$ cat config.mk
export PLATFORM = sky130hd
export DESIGN_NAME = mux7_rr_arbiter_flat
export DESIGN_NICKNAME = d
export VERILOG_FILES = /design/src/rtl/mux7_rr_arbiter_if.sv /design/src/rtl/mux7_rr_arbiter.sv /design/src/flat_wrapper.sv
export SDC_FILE = /design/constraint.sdc
export NUM_CORES = 1
export LEC_CHECK = 0
export ABC_AREA = 1
export CORE_AREA = 2 2 178 145
export DETAILED_ROUTE_END_ITERATION = 10
export DIE_AREA = 0 0 180 147
export GPL_TIMING_DRIVEN = 0
export HOLD_SLACK_MARGIN = 0.15
export SYNTH_ARGS = -nofsm -noshare
export SYNTH_HDL_FRONTEND = slang
export SYNTH_SLANG_ARGS = --single-unit
$ cat constraint.sdc
create_clock -name clk -period 3.7 [get_ports clk]
set_clock_uncertainty 0.05 [all_clocks]
set_input_delay 0.555 -clock clk [delete_from_list [all_inputs] [get_ports clk]]
set_output_delay 0.555 -clock clk [all_outputs]
set_load 0.005 [all_outputs]
$ cat src/rtl/mux7_rr_arbiter_if.sv
// Handshake/bus bundle for mux7_rr_arbiter: requests, flat source data, grant pulses
// and the registered output word with its valid/ready handshake.
interface mux7_rr_arbiter_if #(
  parameter int N_REQ  = 7,
  parameter int SEL_W  = 3,
  parameter int DATA_W = 32
);
  logic [N_REQ-1:0]        req;
  logic [N_REQ*DATA_W-1:0] data_in;
  logic [N_REQ-1:0]        gnt;
  logic [SEL_W-1:0]        selector;
  logic [DATA_W-1:0]       out_data;
  logic                    out_valid;
  logic                    out_ready;
  logic                    busy;

  // Arbiter side
  modport master (
    input  req, data_in, out_ready,
    output gnt, selector, out_data, out_valid, busy
  );

  // Sources/consumer side
  modport slave (
    output req, data_in, out_ready,
    input  gnt, selector, out_data, out_valid, busy
  );
endinterface

$ cat src/rtl/mux7_rr_arbiter.sv
// Round-robin arbiter sharing one 7-input, 32-bit mux path. Captures the winning
// source's word into an output register and holds it under valid/ready until accepted.
module mux7_rr_arbiter #(
  parameter int N_REQ  = 7,
  parameter int SEL_W  = 3,
  parameter int DATA_W = 32
) (
  input  logic               clk,
  input  logic               reset,
  mux7_rr_arbiter_if.master  bus
);

  typedef enum logic {IDLE, BUSY} state_t;

  state_t              state, state_nxt;
  logic [SEL_W-1:0]    last;
  logic [SEL_W-1:0]    win;
  logic [SEL_W-1:0]    idx;
  logic                win_found;
  logic                capture;
  logic                accept;
  logic [DATA_W-1:0]   src [N_REQ];
  logic [SEL_W-1:0]    sel_q;
  logic [DATA_W-1:0]   data_q;
  logic                valid_q;
  logic [N_REQ-1:0]    gnt_q;

  // Split the flat source bus into per-source words
  always_comb begin
    for (int unsigned i = 0; i < N_REQ; i++) begin
      src[i] = bus.data_in[i*DATA_W +: DATA_W];
    end
  end

  // Round-robin scan starting just after the last winner, so it gets lowest priority
  always_comb begin
    win       = '0;
    win_found = 1'b0;
    idx       = '0;
    for (int unsigned k = 1; k <= N_REQ; k++) begin
      idx = SEL_W'((32'(last) + k) % N_REQ);
      if (!win_found && bus.req[idx]) begin
        win       = idx;
        win_found = 1'b1;
      end
    end
  end

  // State register
  always_ff @(posedge clk or posedge reset) begin
    if (reset) state <= IDLE;
    else       state <= state_nxt;
  end

  // Next-state logic: capture on any request in IDLE, release on handshake in BUSY
  always_comb begin
    state_nxt = state;
    capture   = 1'b0;
    accept    = 1'b0;
    case (state)
      IDLE: begin
        if (|bus.req) begin
          capture   = 1'b1;
          state_nxt = BUSY;
        end
      end
      BUSY: begin
        if (valid_q && bus.out_ready) begin
          accept    = 1'b1;
          state_nxt = IDLE;
        end
      end
      default: state_nxt = IDLE;
    endcase
  end

  // Output register, grant pulse and round-robin pointer
  always_ff @(posedge clk or posedge reset) begin
    if (reset) begin
      sel_q   <= '0;
      data_q  <= '0;
      valid_q <= 1'b0;
      gnt_q   <= '0;
      last    <= SEL_W'(N_REQ - 1);
    end else begin
      gnt_q <= '0;
      if (capture) begin
        sel_q   <= win;
        data_q  <= src[win];
        valid_q <= 1'b1;
        gnt_q   <= N_REQ'(1) << win;
      end
      if (accept) begin
        valid_q <= 1'b0;
        last    <= sel_q;
      end
    end
  end

  // Drive interface outputs
  always_comb begin
    bus.gnt       = gnt_q;
    bus.selector  = sel_q;
    bus.out_data  = data_q;
    bus.out_valid = valid_q;
    bus.busy      = (state == BUSY);
  end

endmodule

$ cat src/flat_wrapper.sv
// flat-port wrapper written by rule: the top's interface ports become plain ports
module mux7_rr_arbiter_flat 
#(
  parameter int N_REQ  = 7,
  parameter int SEL_W  = 3,
  parameter int DATA_W = 32
)
  (clk, reset, bus_req, bus_data_in, bus_out_ready, bus_gnt, bus_selector, bus_out_data, bus_out_valid, bus_busy);
  mux7_rr_arbiter_if #(.N_REQ(N_REQ), .SEL_W(SEL_W), .DATA_W(DATA_W)) bus_i ();
  input  logic clk;
  input  logic reset;
  input wire logic [$bits(bus_i.req)-1:0] bus_req;
  input wire logic [$bits(bus_i.data_in)-1:0] bus_data_in;
  input wire logic [$bits(bus_i.out_ready)-1:0] bus_out_ready;
  output wire logic [$bits(bus_i.gnt)-1:0] bus_gnt;
  output wire logic [$bits(bus_i.selector)-1:0] bus_selector;
  output wire logic [$bits(bus_i.out_data)-1:0] bus_out_data;
  output wire logic [$bits(bus_i.out_valid)-1:0] bus_out_valid;
  output wire logic [$bits(bus_i.busy)-1:0] bus_busy;
  assign bus_i.req = bus_req;
  assign bus_i.data_in = bus_data_in;
  assign bus_i.out_ready = bus_out_ready;
  assign bus_gnt = bus_i.gnt;
  assign bus_selector = bus_i.selector;
  assign bus_out_data = bus_i.out_data;
  assign bus_out_valid = bus_i.out_valid;
  assign bus_busy = bus_i.busy;
  mux7_rr_arbiter #(.N_REQ(N_REQ), .SEL_W(SEL_W), .DATA_W(DATA_W)) u_core (.clk(clk), .reset(reset), .bus(bus_i));
endmodule
==> metrics.log <==
[metrics] overall via count from detail_route: 8,627
[metrics] Final Hold Violating Endpoints: 0
[metrics] top layer in use: met4
[metrics] first-pass iteration count of the detailed router: 5
[metrics] num rows: 52
[metrics] die area: 26,500 um2
[metrics] Syn Inst Count: 1,090
[metrics] highest fanout seen on the critical path: 5
[metrics] cell occurring most often along the worst timing path: sky130_fd_sc_hd__nand2_1
[metrics] proportion of register bits with asynchronous set or reset after synthesis: 1.00
[metrics] area share of the largest cell type after synthesis: 0.347
[metrics] syn nets: 1,345
[metrics] Worst Path Class, Setup: reg -> reg
[metrics] Synth-to-Final Area Change: 82.0%
[metrics] Final min period: 4110 ps
[metrics] sum of routed wire length over all layers: 31.8 mm
[metrics] via count of the first global-routing pass: 8,350
[metrics] non-filler instance count after layout: 1,772
[metrics] chip width: 180 um
[metrics] core footprint: 24,800 um2
[metrics] cell depth of the worst hold path: 2
[metrics] ys flop type: sky130_fd_sc_hd__dfrtp_1
[metrics] total met3 wirelength after detailed routing: 1.94 mm
[metrics] number of enable-type register cells in the synthesized netlist: 0
[metrics] Synth warnings: 0
[metrics] Max H-tree Level: 2
[metrics] die boundary height: 147 um
[metrics] commonest non-fill, non-tap cells in the layout: sky130_fd_sc_hd__nand2_1 (512), sky130_fd_sc_hd__clkdlybuf4s50_1 (277), sky130_fd_sc_hd__nand4_1 (100)
[metrics] global placement routability congestion: 0.890
[metrics] share of cells above drive strength 1: 0.206
[metrics] storage element area: 1180 um2
[metrics] fillcell total: 2,574
[metrics] post-synthesis register bit count: 47
[metrics] quantity of I/O buffers inserted on ports: 277
[metrics] number of violations reported at the end of detailed-routing iteration 0: 539
[metrics] Skew-Pair Late Insertion Delay: 300 ps
[metrics] largest net degree at the start of global routing: 28
[metrics] worst hold-check slack: 453 ps
[metrics] multi-input combinational cell area: 4910 um2
[metrics] instance count on the critical path: 29
[metrics] buffer type at the clock tree root: sky130_fd_sc_hd__clkbuf_16
[metrics] Bufs and invs on worst path: 7
[metrics] overall fraction of global-route tracks in use: 0.229
[metrics] Netlist cell types: 32
[metrics] violations in the final reports: setup timing
[metrics] detailed-route wire length on metal 1: 14.9 mm
[metrics] number of placed instances, taps included: 1,692
[metrics] Min-Delay Path Class: reg -> reg
[metrics] leading post-synthesis cells by cell area: sky130_fd_sc_hd__nand2_1 (35%), sky130_fd_sc_hd__dfrtp_1 (18%), sky130_fd_sc_hd__nand4_1 (10%), sky130_fd_sc_hd__nand3_1 (9.2%), sky130_fd_sc_hd__ha_1 (4.3%)
[metrics] first-pass GRT wire length: 47.7 mm
[metrics] total number of clock tree sinks: 47
[metrics] post-route clock period utilization: 1.11
[metrics] Clock Pin Slew Worst Setup and Hold Paths: 70 ps
[metrics] cell taking the most area after synthesis: sky130_fd_sc_hd__nand2_1
[metrics] crit path setup slack, layout: -408 ps
[metrics] ANT nets after route: 0
[metrics] final setup violation count: 41
[metrics] Slowest Stage Delay on Critical Path: 600 ps
[metrics] reg-to-reg setup timing slack: -410 ps
[metrics] I/O pin cnt: 278
[metrics] # diodes: 0
[metrics] kind of end point of the critical path: flop
[metrics] final std cell area, no fill: 11,100 um2
[metrics] RSZ-0062 raised after global routing: yes
[metrics] startpoint kind of the worst setup timing path: flop
[metrics] routed length on met2: 14.3 mm
[metrics] transition time of the tightest slew-check pin: 645 ps
[metrics] Post-DP HPWL: 23.8 mm
[metrics] total overflow reported by the global router: 0
[metrics] R2R cell count: 29
[metrics] total DRC errors in the routed layout: 0
[metrics] cell area reported after detailed placement: 9430 um2
[metrics] post-synthesis sequential area ratio: 0.193
[metrics] Total Nets Final: 1,702
[metrics] number of antenna violations at the first check in global routing: 0
[metrics] Post-Synthesis Cell Area: 6120 um2
[metrics] post-placement worst setup slack: -998 ps
[metrics] total CTS buffers: 5
[metrics] mean instance size in the synthesized netlist: 5.61 um2
[metrics] family with the most delay on the worst path: simple AND/OR/NAND/NOR gates
[metrics] outcome: finished with violations
[metrics] worst endpoint data arrival time: 4240 ps
[metrics] fin. max-slew vios: 0
[metrics] vias per cell: 4.87
[metrics] wire length per cell after detailed routing: 18.0 um
[metrics] worst-case headroom to the max-slew limit: 0.570
[metrics] top achievable clock speed: 243 MHz
[metrics] CTS tree: done
[metrics] most common cell after layout, fill and taps aside: sky130_fd_sc_hd__nand2_1
[metrics] slowest CP cell: sky130_fd_sc_hd__dfstp_2
[metrics] CP required: 3830 ps
[metrics] Max Cap Violations: 0
[metrics] effective utilization at floorplan: 0.247
[metrics] clk buf depth: 2
==> timing repair <==
item / CTS / global route
hold buffers: 0 / 0
cloned: 7 / 2
resized for setup: 150 / 96
setup buffers: 50 / 17
hold endpoints to repair: 0 / 0
pin swaps: 42 / 37
endpoints found under the setup margin: 42 / 42
==> layout make-up <==
class / count / area share
clock buffer: 5 / 0.0112
buffer: 67 / 0.0603
timing repair buffer: 351 / 0.317
clock inverter: 3 / 0.00427
multi-input combinational: 913 / 0.441
sequential: 47 / 0.106
inverter: 62 / 0.0240
tap: 324 / 0.0364
==> stage by stage <==
step                      utilization  setup TNS, ps
after CTS                       0.430         -12650
after global routing            0.449         -24280
after detailed placement        0.381         -37180
after floorplan                     -              0
after global placement          0.380         -35640
final                           0.449         -13770
==> cell usage after synthesis, types with 11 or more instances <==
library cell               instances
sky130_fd_sc_hd__inv_2            15
sky130_fd_sc_hd__o21ai_0          18
sky130_fd_sc_hd__buf_2            25
sky130_fd_sc_hd__nand3_1         112
sky130_fd_sc_hd__ha_1             21
sky130_fd_sc_hd__inv_1            46
sky130_fd_sc_hd__nand4_1         100
sky130_fd_sc_hd__clkbuf_1         26
sky130_fd_sc_hd__dfrtp_1          45
sky130_fd_sc_hd__nand2_1         565
sky130_fd_sc_hd__nand2_2          12
sky130_fd_sc_hd__nor2_1           20
sky130_fd_sc_hd__o21ai_1          14
sky130_fd_sc_hd__nand3_2          11
==> registers in the layout, summed over array words and instances, names as in the netlist <==
name / count
u_core.last: 3
u_core.bus.busy: 1
u_core.bus.out_data: 32
u_core.bus.out_valid: 1
u_core.bus.gnt: 7
u_core.bus.selector: 3
==> per-layer routing <==
layer  vias to the layer above  track usage
met3                        40       0.0434
met5                         -            0
li1                       4290            -
met1                      4000        0.324
met4                         0       0.0545
met2                       297        0.361
==> final timing paths <==
| check | from | endpoint |
|---|---|---|
| max in group asynchronous | reset | u_core.bus.out_data[16]$_DFFE_PP0P_ |
| max | u_core.last[1]$_DFFE_PP1P_ | u_core.bus.out_data[0]$_DFFE_PP0P_ |
| min reg2reg | u_core.bus.out_data[14]$_DFFE_PP0P_ | u_core.bus.out_data[14]$_DFFE_PP0P_ |
| max reg2reg | u_core.last[1]$_DFFE_PP1P_ | u_core.bus.out_data[0]$_DFFE_PP0P_ |
| min in group asynchronous | reset | u_core.bus.out_data[4]$_DFFE_PP0P_ |
| min | u_core.bus.out_data[14]$_DFFE_PP0P_ | u_core.bus.out_data[14]$_DFFE_PP0P_ |
==> cell families after synthesis <==
group,share of synthesized area
flops,0.193
buf+inv,0.102
xor+xnor,0.0123
fa+ha+maj,0.0429
simple gates,0.610
compound gates,0.0399
==> worst reg2reg max path, delay by kind of cell, from the launching register on <==
family	cells	cell delay, ps
buffers and inverters	7	890
AO/OA/AOI/OAI	1	170
flip-flops	1	600
adder cells (fa/ha/maj)	3	660
AND/OR/NAND/NOR	18	1600
Power is not shown: default switching activity piles up to over one toggle a cycle in this logic, so the estimate is an artifact.
